**src/rtl/sram_pixel_reader.sv**
```systemverilog
// Pixel-side reader for the shared line SRAM: requests the pixel clock, streams LEN words
// from BASE through a 2-entry buffer onto a valid/ready port, then releases the clock.
module sram_pixel_reader #(
    parameter int DATA_W     = 32,
    parameter int ADDR_W     = 9,
    parameter int SWITCH_CYC = 4
) (
    input  logic              clk,
    input  logic              rst,
    input  logic              start_i,
    input  logic [ADDR_W-1:0] base_addr_i,
    input  logic [ADDR_W:0]   len_i,
    output logic              busy_o,
    output logic              done_o,
    output logic              pixel_trigger_o,
    output logic              pixel_trigger_done_o,
    output logic              rd_o,
    output logic [ADDR_W-1:0] addr_rd_o,
    input  logic [DATA_W-1:0] sram_data_i,
    output logic [DATA_W-1:0] pix_data_o,
    output logic              pix_valid_o,
    input  logic              pix_ready_i,
    output logic [2:0]        state_dbg
);

    typedef enum logic [2:0] {
        S_IDLE   = 3'd0,
        S_SWITCH = 3'd1,
        S_READ   = 3'd2,
        S_DRAIN  = 3'd3,
        S_DONE   = 3'd4
    } state_t;

    localparam logic [3:0]     SW_LAST = 4'(SWITCH_CYC - 1);
    localparam logic [ADDR_W:0] ONE    = 1;

    state_t              state_q, state_d;
    logic [3:0]          wait_q;
    logic [ADDR_W-1:0]   base_q;
    logic [ADDR_W-1:0]   addr_q;
    logic [ADDR_W:0]     len_q, issued_q, accepted_q;
    logic                inflight_q;
    logic                zero_done_q;
    logic [1:0]          count_q;
    logic                wr_ptr_q, rd_ptr_q;
    logic [DATA_W-1:0]   fifo_q [2];

    logic                push, pop;
    logic [2:0]          slots;
    logic                last_issue, last_accept;

    // Pixel port: a word moves when pix_valid_o & pix_ready_i at a rising edge; once valid
    // is raised, data and valid hold until that transfer happens.
    assign pix_valid_o = (count_q != 2'd0);
    assign pix_data_o  = fifo_q[rd_ptr_q];
    assign pop         = pix_valid_o & pix_ready_i;
    assign push        = inflight_q;

    // Buffer slots already committed (stored plus in flight), net of this cycle's pop.
    assign slots       = {1'b0, count_q} + {2'b00, inflight_q} - {2'b00, pop};
    assign last_issue  = rd_o && ((issued_q + ONE) == len_q);
    assign last_accept = pop && ((accepted_q + ONE) == len_q);

    always_ff @(posedge clk) begin
        if (rst) state_q <= S_IDLE;
        else     state_q <= state_d;
    end

    always_comb begin
        state_d = state_q;
        unique case (state_q)
            S_IDLE:   if (start_i && len_i != '0) state_d = S_SWITCH;
            S_SWITCH: if (wait_q == SW_LAST)      state_d = S_READ;
            S_READ:   if (last_issue)             state_d = S_DRAIN;
            S_DRAIN:  if (last_accept)            state_d = S_DONE;
            S_DONE:                               state_d = S_IDLE;
            default:                              state_d = S_IDLE;
        endcase
    end

    always_comb begin
        busy_o               = (state_q != S_IDLE);
        pixel_trigger_o      = (state_q == S_SWITCH) && (wait_q == 4'd0);
        pixel_trigger_done_o = (state_q == S_DONE);
        done_o               = (state_q == S_DONE) || zero_done_q;
        rd_o                 = (state_q == S_READ) && (issued_q != len_q) && (slots < 3'd2);
        addr_rd_o            = rd_o ? (base_q + issued_q[ADDR_W-1:0]) : addr_q;
        state_dbg            = state_q;
    end

    always_ff @(posedge clk) begin
        if (rst) begin
            wait_q      <= '0;
            base_q      <= '0;
            addr_q      <= '0;
            len_q       <= '0;
            issued_q    <= '0;
            accepted_q  <= '0;
            inflight_q  <= 1'b0;
            zero_done_q <= 1'b0;
            count_q     <= '0;
            wr_ptr_q    <= 1'b0;
            rd_ptr_q    <= 1'b0;
            fifo_q[0]   <= '0;
            fifo_q[1]   <= '0;
        end else begin
            zero_done_q <= (state_q == S_IDLE) && start_i && (len_i == '0);
            wait_q      <= (state_q == S_SWITCH) ? wait_q + 4'd1 : 4'd0;
            inflight_q  <= rd_o;
            if (state_q == S_IDLE && start_i) begin
                base_q     <= base_addr_i;
                len_q      <= len_i;
                issued_q   <= '0;
                accepted_q <= '0;
            end
            if (rd_o) begin
                issued_q <= issued_q + ONE;
                addr_q   <= addr_rd_o;
            end
            if (push) begin
                fifo_q[wr_ptr_q] <= sram_data_i;
                wr_ptr_q         <= ~wr_ptr_q;
            end
            if (pop) begin
                rd_ptr_q   <= ~rd_ptr_q;
                accepted_q <= accepted_q + ONE;
            end
            unique case ({push, pop})
                2'b10:   count_q <= count_q + 2'd1;
                2'b01:   count_q <= count_q - 2'd1;
                default: count_q <= count_q;
            endcase
        end
    end

endmodule
```
**config.mk**
```make
export PLATFORM = sky130hd
export DESIGN_NAME = sram_pixel_reader
export DESIGN_NICKNAME = d
export VERILOG_FILES = /design/src/rtl/sram_pixel_reader.sv
export SDC_FILE = /design/constraint.sdc
export NUM_CORES = 1
export LEC_CHECK = 0
export CAP_MARGIN = 20
export CORE_MARGIN = 4
export CORE_UTILIZATION = 35
export DETAILED_ROUTE_END_ITERATION = 7
export GPL_TIMING_DRIVEN = 1
export PLACE_DENSITY_LB_ADDON = 0.25
export RECOVER_POWER = 50
export SETUP_SLACK_MARGIN = 0.05
export SLEW_MARGIN = 20
export SYNTH_ARGS = -nofsm -noshare
export SYNTH_HDL_FRONTEND = slang
export SYNTH_SLANG_ARGS = --single-unit
```
**constraint.sdc**
```tcl
create_clock -name clk -period 5.5 [get_ports clk]
set_clock_uncertainty 0.1 [all_clocks]
set_input_delay 1.1 -clock clk [delete_from_list [all_inputs] [get_ports clk]]
set_output_delay 1.1 -clock clk [all_outputs]
set_load 0.01 [all_outputs]
```
==> results of run 1 <==
[sequential cells by signal, summed over array words and instances (netlist names), named ones only]
signal and count:
state_dbg 3, issued_q 10, addr_q 9, accepted_q 10
wait_q 4, wr_ptr_q 1, fifo_q 64, rd_ptr_q 1
base_q 9, count_q 2, zero_done_q 1, len_q 10
inflight_q 1
[where the power goes]
part           total [uW]  leakage, uW  switching, uW  internal (uW)
Sequential           1030      0.00116           17.7           1010
Combinational         179      0.00152           87.9           91.0
Clock                1120     0.000279            443            673
Total                2320      0.00296            549           1780
[layout by cell type, fill, tap and decap left out, types with 13 or more instances in the layout]
cell	instances
and2_0	36
xor2_1	18
dfxtp_1	62
ha_1	14
nor2_1	36
and2_1	30
edfxtp_1	64
mux2_2	34
nor2b_1	16
inv_1	13
xnor2_1	27
nand3_1	14
clkdlybuf4s50_1	103
o21ai_0	17
nand2_1	52
a21oi_1	42
clkbuf_16	18
[worst max-delay path: cells and delay by family]
family	cells	cell delay, ns
simple gates	2	0.34
buf+inv	4	1.09
mux	1	0.34
compound gates	2	0.35
fa+ha+maj	2	0.63
xor+xnor	1	0.15
[metal layers]
layer / vias to the layer above / track usage, %
met2: 133 / 23.44
li1: 2355 / -
met5: - / 0
met1: 2282 / 19.84
met4: 0 / 5.653
met3: 16 / 3.382
[cell families (layout without fill, tap and decap cells)]
group / Yosys count / count (layout) / synth area share (%)
AO/OA/AOI/OAI: 96 / 96 / 9.387
adder cells (fa/ha/maj): 16 / 16 / 3.378
XOR/XNOR: 45 / 45 / 6.186
multiplexers: 39 / 39 / 7.109
buffers and inverters: 49 / 161 / 3.692
flip-flops: 126 / 126 / 49.65
AND/OR/NAND/NOR: 240 / 240 / 20.60
[layout make-up]
type,instances,area [um^2]
fillers,1699,9746
flip-flops and latches,126,3163
multi-input cells,436,2990
repair buffers,115,1136
clock buffers,17,425.4
well taps,229,286.5
clock inverters,15,163.9
inverters,14,52.55
[repair_timing]
action | in CTS | in global routing
buffers inserted | 0 | 1
hold buffers | 0 | 0
gates resized for setup | 0 | 2
endpoints found under the setup margin | 0 | 9
[worst paths after layout]
check | to | depth (start not counted)
worst max-delay path | addr_rd_o[6] | 12
worst min register to register | base_q[2]$_SDFFE_PP0P_ | 2
worst min-delay path | base_q[2]$_SDFFE_PP0P_ | 2
worst max register to register | issued_q[6]$_SDFFE_PP0P_ | 14
[stage by stage]
stage	std cells	power (uW)
after floorplan	611	1136
after global placement	918	1227
after detailed placement	918	1229
after CTS	950	2356
after global routing	952	2418
final	952	2325
==> reports/metrics.cfg, run 1 <==
[global_routing]
overflow=0
antenna_found_initial=0
grt_use_total_pct=14.83
grt_max_degree=64
grt_pass1_vias=4769
grt_pass1_wl_um=24230

[sta]
fin_tns_setup_ns=0
slew_violations=97
worst_slack_ns=0.2799
whs_ns=0.3607
period_minus_slack_ns=5.220
finalSetupViolCount=0
clock.fmax_ghz=0.1916
maxSlewHeadroom_pct=-92.24
hold_viol_final=0
finalCritPeriodShare_pct=94.91
grt_setup_unrepaired=no
worst_pin_slew_ns=2.884

[routing]
met1Wirelength_um=6939
routed_via_density=5.027
drtIter0Drc=287
routed.top_layer=met4
wl_met2_um=6837
via_count=4786
dr_wl_met3_um=801
wl_um=14780
dr.pass1.iters=4
wl_per_cell_um=15.52
antenna_left=0
drc_errors=0

[synth]
synth-seq-area-share_pct=49.65
synth_top_area_cell=edfxtp_1
synth.distinct_cells=60
synth_commonest_cells=and2_1, edfxtp_1, dfxtp_1
synth-seq-cells=126
synth_area_per_cell_um2=10.43
synth_nets=682
synth_cells=611
synth_area_leaders=edfxtp_1, dfxtp_1, and2_1
synth_top_area_share_pct=30.16
synth_warnings=0
synth-edff-count=64
syn-cell-area_um2=6371
synth_most_common_cell=and2_1
ys_async_sr_fraction_pct=0
synthFlopType=edfxtp_1

[cells_and_area]
syn_to_final_growth_pct=28.99
post-route-util_pct=45.75
num_antenna_cells=0
nets=781
layout-drive-gt1-share_pct=13.42
fin_area_um2=8218

[worst_setup_path]
reg2reg_from=count_q[1]$_SDFFE_PP0P_
critPathCaptureType=output port
crit_top_cell=clkdlybuf4s50_1
cp.arrival_ns=4.02
critPathKind=primary input to output port
crit_required_ns=4.30
crit_slowest_cell=clkdlybuf4s50_1
critPathLaunchType=primary input
path_cells=clkdlybuf4s50_1 -> o21ai_1 -> inv_2 -> ha_1 -> nand2b_1 -> fa_1 -> xnor2_1 -> nand4_1 -> a31oi_4 -> buf_12 -> mux2_2 -> clkdlybuf4s50_1
cp_max_fo=11
r2r_slack_ns=2.31
critPathLaunch=pix_ready_i
slowest_delay_ns=0.48

[clocking]
cts_tree=built
clk_latency_ns=0.41
clock-sinks=126
numCtsBuffers=17
clk_pin_slew_ns=0.06
cts-root-buf=clkbuf_16
h-tree-depth=4
clk_path_buf_depth=2

[power]
powerDensity_nw_per_um2=282.9
power_leakage_uw=0.002960
ir_drop_v=0.0002102

[die]
rows=49
die_width_um=142.9
die_area_um2=20430
pin_count=105
dieHeight_um=142.9
core-area_um2=17960
start_util_pct=35.47

[worst_hold_path]
min_from=base_q[2]$_SDFFE_PP0P_
hp-class=register to register

[status]
status=finished with violations
violations=max-capacitance violations, max-slew violations

[placement]
io_buffers=104
dp_slack_ns=0.1493
place_hpwl_um=9713
placed_cell_area_um2=7617
gp_congestion=0.8293

[flow_run]
timing.max_cap.violations=2

(Power assumes the default switching activity.)
==> run 2, diff against run 1 <==
--- a/config.mk
+++ b/config.mk
@@ -10,7 +10,7 @@
 export CORE_UTILIZATION = 35
 export DETAILED_ROUTE_END_ITERATION = 7
 export GPL_TIMING_DRIVEN = 1
-export PLACE_DENSITY_LB_ADDON = 0.25
+export PLACE_DENSITY = 0.64
 export RECOVER_POWER = 50
 export SETUP_SLACK_MARGIN = 0.05
 export SLEW_MARGIN = 20
==> constraint.sdc (replaced) <==
create_clock -name clk -period 5.3 [get_ports clk]
set_clock_uncertainty 0.1 [all_clocks]
set_input_delay 1.06 -clock clk [delete_from_list [all_inputs] [get_ports clk]]
set_output_delay 1.06 -clock clk [all_outputs]
set_load 0.01 [all_outputs]
==> run 2 against run 1 <==
The flow still finishes with violations (max-capacitance violations, max-slew violations). Highest routed layer unchanged. Cell area up 0.24%. Setup slack improved by 0.056 ns. Largest power group unchanged. First-iteration DRC count up 23%. Critical endpoint is now addr_rd_o[0].
==> reports/metrics.cfg, run 2 (synthesized netlist as in run 1, its figures left out) <==
[die]
rows=49  ; unchanged
dieHeight_um=142.9  ; unchanged
core-area_um2=17960  ; unchanged
die_area_um2=20430  ; unchanged
pin_count=105  ; unchanged
start_util_pct=35.47  ; unchanged
die_width_um=142.9  ; unchanged

[cells_and_area]
num-fill-cells=1659  ; -2.4%
largest_reg_flops=64  ; unchanged
layout-drive-gt1-share_pct=13.66  ; +0.24 points
nets=783  ; +0.26%
top_register=fifo_q
final_cells=954  ; +0.21%
mostFrequentLayoutCells=clkdlybuf4s50_1, edfxtp_1, dfxtp_1, nand2_1, a21oi_1
final_common_cell=clkdlybuf4s50_1
num_antenna_cells=0  ; unchanged
syn_to_final_growth_pct=29.30
fin_area_um2=8238  ; +0.24%

[placement]
gp_congestion=0.8887  ; +7.2%
placed_cell_area_um2=7625  ; about the same
io_buffers=104  ; unchanged
place_hpwl_um=10030  ; +3.3%
dp_cells=919  ; +0.11%

[global_routing]
grt_pass1_wl_um=24270  ; +0.14%
grt_max_degree=64  ; unchanged
overflow=0  ; unchanged
antenna_found_initial=0  ; unchanged
grt_use_total_pct=14.98  ; +0.16 points
grt_pass1_vias=4912  ; +3.0%

[power]
powerDensity_nw_per_um2=292.9  ; +3.5%
p_total_uw=2413  ; +3.8%
ir_drop_v=0.0002603  ; +24%
p_switching_uw=570.4  ; +4.0%
p_comb_share_pct=7.7  ; about the same
power.internal_uw=1843  ; +3.7%
switching_share_pct=23.64  ; +0.043 points
power_leakage_uw=0.003146  ; +6.3%
pwr-share-seq_pct=44.3  ; about the same
clockPowerShare_pct=48.0  ; about the same

[status]
status=finished with violations
violations=max-capacitance violations, max-slew violations

[clocking]
cts_tree=built
h-tree-depth=4  ; unchanged
numCtsBuffers=17  ; unchanged
clk_path_buf_depth=2  ; unchanged
cts-root-buf=clkbuf_16
clk_latency_ns=0.42  ; about the same
clk_pin_slew_ns=0.06  ; about the same
clock-sinks=126  ; unchanged

[sta]
hold_viol_final=0  ; unchanged
fin_tns_setup_ns=0  ; unchanged
worst_pin_slew_ns=2.946  ; +0.06237 ns
grt_setup_unrepaired=no
clock.fmax_ghz=0.2015
finalCritPeriodShare_pct=93.66
period_minus_slack_ns=4.964
slew_violations=64  ; -34%
maxSlewHeadroom_pct=-96.40  ; -4.2 points
finalSetupViolCount=0  ; unchanged

[routing]
wl_per_cell_um=15.73  ; +1.4%
wl_um=15010  ; +1.6%
drc_errors=0  ; unchanged
via_count=4794  ; +0.17%
routed_via_density=5.025  ; about the same
drtIter0Drc=352  ; +23%
dr.pass1.iters=4  ; unchanged
antenna_left=0  ; unchanged

[worst_hold_path]
whs_endpoint=base_q[4]$_SDFFE_PP0P_
worstHoldPathCells=2  ; unchanged
hp-class=register to register
min_from=base_q[4]$_SDFFE_PP0P_

[worst_setup_path]
crit_required_ns=4.14  ; -0.16 ns
cp.arrival_ns=3.80  ; -0.22 ns
reg2reg_from=count_q[1]$_SDFFE_PP0P_
path_cells=clkdlybuf4s50_1 -> o21ai_1 -> clkinv_1 -> ha_1 -> nand2b_1 -> fa_1 -> xnor2_1 -> nand4_1 -> a31oi_2 -> buf_12 -> buf_4 -> mux2_4 -> dlymetal6s2s_1
reg2regPathDepth=14  ; unchanged
critPathKind=primary input to output port
crit_slowest_cell=clkdlybuf4s50_1
slowest_delay_ns=0.41  ; -0.07 ns
critPathLaunchType=primary input
cp_max_fo=14  ; +3
reg2reg_to=issued_q[6]$_SDFFE_PP0P_
r2r_slack_ns=2.08  ; -0.23 ns
critPathCaptureType=output port

[flow_run]
timing.max_cap.violations=1  ; -1

==> run 2: cell types whose count changed in the layout (fill, tap and decap cells not counted), sizes merged <==
cell           change
buf                +3
clkinv             -1
clkdlybuf4s50     -10
clkinvlp           +1
clkbuf             -1
dlymetal6s2s      +10
==> run 2: critical path, delay by kind of cell <==
kind	cells	cell delay [ns]
buf+inv	5	1.00
fa+ha+maj	2	0.64
mux	1	0.29
xor+xnor	1	0.14
simple gates	2	0.31
compound gates	2	0.36
==> run 2: worst max-delay path by stage <==
| stage | slack, ns | start | cells past startpoint | endpoint |
|---|---|---|---|---|
| 6_report | 0.34 | pix_ready_i | 13 | addr_rd_o[0] |
| 5_1_grt | 0.18 | pix_ready_i | 13 | addr_rd_o[0] |
| 4_1_cts | 0.04 | pix_ready_i | 12 | addr_rd_o[6] |
| 3_5_place_dp | 0.05 | pix_ready_i | 12 | addr_rd_o[6] |
| 3_3_place_gp | 0.06 | pix_ready_i | 12 | addr_rd_o[6] |
| 2_1_floorplan | 0.69 | pix_ready_i | 12 | addr_rd_o[7] |
==> run 2: per-layer routing <==
metal  vias to the layer above  wire, um  GRT usage (%)
met4                         0       224          5.403
met3                        24       790          3.751
met5                         -         0              0
met2                       149      7319          25.47
met1                      2262      6674          18.46
li1                       2359         -              -
==> run 2: timing repair <==
action                     CTS  global route
setup endpoints to repair    2            10
resized for setup            0            10
setup buffers                2             1
hold buffers                 0             0
pin swaps                    0             0
==> run 2: power groups by stage <==
stage | logic (uW) | registers [uW] | clock network, uW
2_1_floorplan | 96.9 | 1080 | 0
3_3_place_gp | 183 | 1090 | 0
3_5_place_dp | 187 | 1090 | 0
4_1_cts | 189 | 1070 | 1180
5_1_grt | 204 | 1070 | 1230
6_report | 186 | 1070 | 1160
==> run 2: metrics by stage <==
| stage | hold WS [ns] | worst slack (ns) | utilization, % |
|---|---|---|---|
| 2_1_floorplan | 0.3297 | 0.6903 | - |
| 3_3_place_gp | 0.3429 | 0.05761 | 42.45 |
| 3_5_place_dp | 0.3566 | 0.04526 | 42.45 |
| 4_1_cts | 0.3654 | 0.04017 | 45.80 |
| 5_1_grt | 0.3807 | 0.1778 | 45.86 |
| 6_report | 0.3627 | 0.3360 | 45.86 |
==> run 2: area by class of cell <==
type / instances / area, um^2 / share of cell area, %
Clock buffer: 17 / 425.4 / 5.164
Inverter: 14 / 52.55 / 0.6379
Tap cell: 229 / 286.5 / 3.478
Timing Repair Buffer: 117 / 1159 / 14.06
Sequential cell: 126 / 3163 / 38.40
Multi-Input combinational cell: 436 / 2989 / 36.28
Clock inverter: 15 / 162.7 / 1.974
